[src/rtl/pll_lock_supervisor.sv]
// rtl/pll_lock_supervisor.sv - PLL reset/lock sequencer generating a held system reset.
// Optional relock counter enabled by defining PLL_SUPERVISOR_RELOCK_COUNT_EN.
module pll_lock_supervisor #(
    parameter int PLL_RESET_CYCLES = 16,
    parameter int LOCK_TIMEOUT     = 4096,
    parameter int STABLE_CYCLES    = 256,
    parameter int HOLD_CYCLES      = 64
) (
    input  logic       clk,
    input  logic       reset,
    input  logic       pll_lock,
    output logic       pll_resetb,
    output logic       sys_reset,
    output logic       locked,
    output logic [7:0] relock_count
);

    typedef enum logic [2:0] {
        PLLRST   = 3'd0,
        WAITLOCK = 3'd1,
        STABLE   = 3'd2,
        HOLD     = 3'd3,
        RUN      = 3'd4
    } state_t;

    localparam logic [15:0] RST_LAST    = 16'(PLL_RESET_CYCLES - 1);
    localparam logic [15:0] TIMEOUT_LAST = 16'(LOCK_TIMEOUT - 1);
    localparam logic [15:0] STABLE_LAST = 16'(STABLE_CYCLES - 1);
    localparam logic [15:0] HOLD_LAST   = 16'(HOLD_CYCLES - 1);

    logic       sync1_q, sync1_d;
    logic       sync2_q, sync2_d;
    logic       lock_s;
    state_t     state_q, state_d;
    logic [15:0] cnt_q, cnt_d;
    logic       pll_resetb_q, pll_resetb_d;
    logic       sys_reset_q, sys_reset_d;
    logic       locked_q, locked_d;

    assign lock_s = sync2_q;

    always_ff @(posedge clk) begin
        if (reset) begin
            sync1_q      <= 1'b0;
            sync2_q      <= 1'b0;
            state_q      <= PLLRST;
            cnt_q        <= 16'd0;
            pll_resetb_q <= 1'b0;
            sys_reset_q  <= 1'b1;
            locked_q     <= 1'b0;
        end else begin
            sync1_q      <= sync1_d;
            sync2_q      <= sync2_d;
            state_q      <= state_d;
            cnt_q        <= cnt_d;
            pll_resetb_q <= pll_resetb_d;
            sys_reset_q  <= sys_reset_d;
            locked_q     <= locked_d;
        end
    end

    always_comb begin
        sync1_d = pll_lock;
        sync2_d = sync1_q;
        state_d = state_q;
        cnt_d   = cnt_q + 16'd1;
        case (state_q)
            PLLRST: begin
                if (cnt_q == RST_LAST) state_d = WAITLOCK;
            end
            WAITLOCK: begin
                // Lock takes priority over a coincident timeout.
                if (lock_s)                      state_d = STABLE;
                else if (cnt_q == TIMEOUT_LAST)  state_d = PLLRST;
            end
            STABLE: begin
                if (!lock_s)                     state_d = WAITLOCK;
                else if (cnt_q == STABLE_LAST)   state_d = HOLD;
            end
            HOLD: begin
                if (!lock_s)                     state_d = PLLRST;
                else if (cnt_q == HOLD_LAST)     state_d = RUN;
            end
            RUN: begin
                cnt_d = cnt_q;
                if (!lock_s) state_d = PLLRST;
            end
            default: state_d = PLLRST;
        endcase
        if (state_d != state_q) cnt_d = 16'd0;

        // Outputs are registered from the next state so they change on the transition edge.
        pll_resetb_d = (state_d != PLLRST);
        sys_reset_d  = (state_d != RUN);
        locked_d     = (state_d == RUN);
    end

    assign pll_resetb = pll_resetb_q;
    assign sys_reset  = sys_reset_q;
    assign locked     = locked_q;

`ifdef PLL_SUPERVISOR_RELOCK_COUNT_EN
    logic [7:0] relock_q, relock_d;
    logic       relock_inc;

    // Any non-reset entry into PLLRST from another state is a timeout or a lock loss.
    always_comb begin
        relock_inc = (state_q != PLLRST) && (state_d == PLLRST);
        relock_d   = relock_q;
        if (relock_inc && (relock_q != 8'hff)) relock_d = relock_q + 8'd1;
    end

    always_ff @(posedge clk) begin
        if (reset) relock_q <= 8'd0;
        else       relock_q <= relock_d;
    end

    assign relock_count = relock_q;
`else
    assign relock_count = 8'd0;
`endif

endmodule
[config.mk]
export PLATFORM = sky130hd
export DESIGN_NAME = pll_lock_supervisor
export DESIGN_NICKNAME = d
export VERILOG_FILES = /design/src/rtl/pll_lock_supervisor.sv
export SDC_FILE = /design/constraint.sdc
export NUM_CORES = 1
export LEC_CHECK = 0
export BUFFER_PORTS_ARGS = -buffer_cell sky130_fd_sc_hd__buf_2
export CAP_MARGIN = 20
export CELL_PAD_IN_SITES_DETAIL_PLACEMENT = 0
export CELL_PAD_IN_SITES_GLOBAL_PLACEMENT = 1
export CORE_ASPECT_RATIO = 1.5
export CORE_MARGIN = 3
export CORE_UTILIZATION = 45
export CTS_BUF_LIST = sky130_fd_sc_hd__clkbuf_2 sky130_fd_sc_hd__clkbuf_4 sky130_fd_sc_hd__clkbuf_8
export DETAILED_ROUTE_END_ITERATION = 12
export GPL_TIMING_DRIVEN = 0
export PLACE_DENSITY = 0.9
export SYNTH_ARGS = -nofsm -noshare
export SYNTH_HDL_FRONTEND = slang
export SYNTH_SLANG_ARGS = --single-unit
[constraint.sdc]
create_clock -name clk -period 2.7 [get_ports clk]
set_input_delay 0.135 -clock clk [delete_from_list [all_inputs] [get_ports clk]]
set_output_delay 0.135 -clock clk [all_outputs]
set_load 0.01 [all_outputs]
==> out/qor.yml <==
place:
  io_buffers: 5
  place.gp.congestion: 0.782
  pre_cts_slack_ns: 0.561
  dp.cells: 226
  dpl.hpwl_um: 2480
  dpl_cell_area_um2: 1540
detailed_routing:
  ant_nets: 0
  num_vias: 1379
  drc_errors: 0
  wl_um: 3360
  wl_per_cell_um: 14.7
  viasPerCell: 6.02
  drt_iter0_markers: 58
  dr.pass1.iters: 4
die:
  dieArea_um2: 3940
  dieWidth_um: 52.3
  die_y_um: 75.4
  io_pins: 14
  fp-row-count: 24
  core-area_um2: 3000
  initial_utilization: 0.481
synth:
  synth-edff-count: 0
  ys_types: 45
  synth_area_um2: 1440
  async_reset_ff_frac: 0
  yosysSeqAreaShare: 0.333
  avgSynthCellArea_um2: 8.25
  synthCells: 175
  synthFlopType: "dfxtp_1"
  synth.ff_latch_count: 24
  ys_warn_count: 0
timing:
  rsz0062_at_grt: "no"
  finalClockSkew_ns: 0.00854
  hold-worst-slack_ns: 0.121
  setup_ws_ns: 0.488
  hold_violations: 0
  worst_pin_slew_ns: 0.937
  setup_viol: 0
  finalCritPeriodShare: 0.819
  fin_setup_tns_ns: 0
  period_needed_ns: 2.21
  drv_slew: 0
  max_freq_ghz: 0.452
  relSlewSlack: 0.375
final_layout:
  register_area_um2: 480
  multi_input_area_um2: 873
  finalInstanceArea_um2: 1590
  nFillCells: 290
  finalNetCount: 196
  area_delta_synth_final_pct: 9.79
  final_common_cell: "dfxtp_1"
  drive_gt1_frac: 0.153
  final_cells: 229
  antenna_cells: 0
  final_cell_mix: "dfxtp_1 (24), nand2_1 (17), nand3_1 (10), o21ai_1 (10), o21ai_0 (10)"
clock_tree:
  cts.sinks: 24
  clockBufferDepth: 2
  cts_buffers: 3
  cts_hold_buf: 0
  h-tree-depth: 1
  postCtsSetupRepairBufs: 0
  tritoncts: "done"
  clkLatencyLatePin_ns: 0.27
  cts_root_buf: "clkbuf_8"
  cts.clk_slew.worst_paths_ns: 0.09
  cts_resized: 0
grt:
  grt_pass1_vias: 1267
  antenna_found_initial: 0
  gr-usage-all-layers: 0.184
  grt_overflow: 0
  grt_pass1_wl_um: 5530
  grt_max_degree: 13
worst_setup_path:
  cp-start-kind: "register"
  rr_endpoint: "cnt_q[1]"
  cp.arrival_ns: 2.35
  worstPathRequired_ns: 2.84
  reg2reg_depth: 5
  timing.rr.start: "cnt_q[12]"
  worstPathMaxFanout: 10
  path_class: "register to register"
  cp-end-kind: "register"
  reg2reg_setup_slack_ns: 0.49
run_status:
  status: "finished, final reports clean"
worst_hold_path:
  hold_end: "sync1_q"
  hold_start: "pll_lock"
  whs_path_depth: 2
  holdCritPathClass: "input port to register"
job:
  maxCapViolations: 0
power:
  power.density_nw_per_um2: 389
  irDropWorstVdd_mv: 0.275
  p_leak_nw: 0.573
==> worst max-delay path: stages, from the launching register on <==
cell and delay, ns:
dfxtp_1 0.36, or4_4 0.58, nor4_4 0.44, a21oi_1 0.38, o211ai_1 0.23, o21ai_1 0.09
==> synthesized netlist by cell type, types with 2 or more instances <==
master	number	area, µm²
o21ai_0	10	50.1
nor2b_1	3	18.8
clkbuf_1	2	7.51
o211ai_1	6	45.0
nand2b_1	3	18.8
xor2_1	2	17.5
nand2_1	17	63.8
nor4_1	4	25.0
and2_1	2	12.5
nor2_1	8	30.0
and4_1	3	26.3
a21oi_1	2	10.0
o31a_1	4	35.0
and3_1	3	18.8
nand4_1	2	12.5
buf_2	3	15.0
inv_1	3	11.3
or2_2	2	12.5
buf_6	2	22.5
a211oi_1	2	15.0
nor3_1	3	15.0
o22ai_1	6	37.5
xnor2_1	8	70.1
nand3_1	10	50.1
dfxtp_1	24	480
o21ai_1	10	50.1
o21a_1	6	45.0
buf_4	8	60.1
==> per-stage QoR <==
step	power, W	util
finish	0.000617	0.528
global route	0.000642	0.528
CTS	0.000619	0.528
detailed placement	0.000411	0.514
global placement	0.000409	0.514
floorplan	0.000403	-
==> worst max path at each step <==
stage	to	start	cells past startpoint
finish	cnt_q[1]	cnt_q[12]	5
global route	cnt_q[1]	cnt_q[12]	5
floorplan	cnt_q[0]	cnt_q[12]	6
detailed placement	cnt_q[1]	cnt_q[12]	5
CTS	cnt_q[1]	cnt_q[12]	5
global placement	cnt_q[6]	cnt_q[12]	5
==> routing by layer <==
metal	vias to the layer above	wire length (µm)	global-route usage	share of wire
met2	36	1750	0.343	0.52
met4	0	64	0.0852	0.019
met3	7	99	0.0235	0.029
met1	676	1440	0.203	0.43
li1	660	-	-	-
met5	-	0	0	0
==> flip-flops by register name, summed over array words and instances (netlist names) <==
name        cells
sync1_q         1
sys_reset       1
lock_s          1
pll_resetb      1
cnt_q          16
state_q         3
locked          1
==> cell type report <==
| class | count | share of cell area |
|---|---|---|
| inverters | 3 | 0.00710 |
| well taps | 39 | 0.0308 |
| flip-flops and latches | 24 | 0.303 |
| multi-input cells | 140 | 0.551 |
| plain buffers | 15 | 0.0663 |
| repair buffers | 5 | 0.0158 |
| clock buffers | 3 | 0.0260 |
==> where the power goes <==
group          internal, W  total (W)  leakage (nW)  switching (W)
clock network     0.000100   0.000214        0.0216       0.000114
registers         0.000359   0.000365         0.194     0.00000568
logic            0.0000190  0.0000389         0.357      0.0000199
total             0.000478   0.000617         0.573       0.000139
==> kinds of logic (layout without fill, tap and decap cells) <==
kind of cell,count (synthesis),after routing,share of synthesized area
flip-flops,24,24,0.333
multiplexers,1,1,0.00780
AO/OA/AOI/OAI,52,52,0.240
adder cells (fa/ha/maj),2,2,0.0156
XOR/XNOR,10,10,0.0607
buffers and inverters,18,26,0.0806
other,1,8,0.00260
AND/OR/NAND/NOR,67,67,0.260
Note: power is estimated with default switching activity, not from simulation.
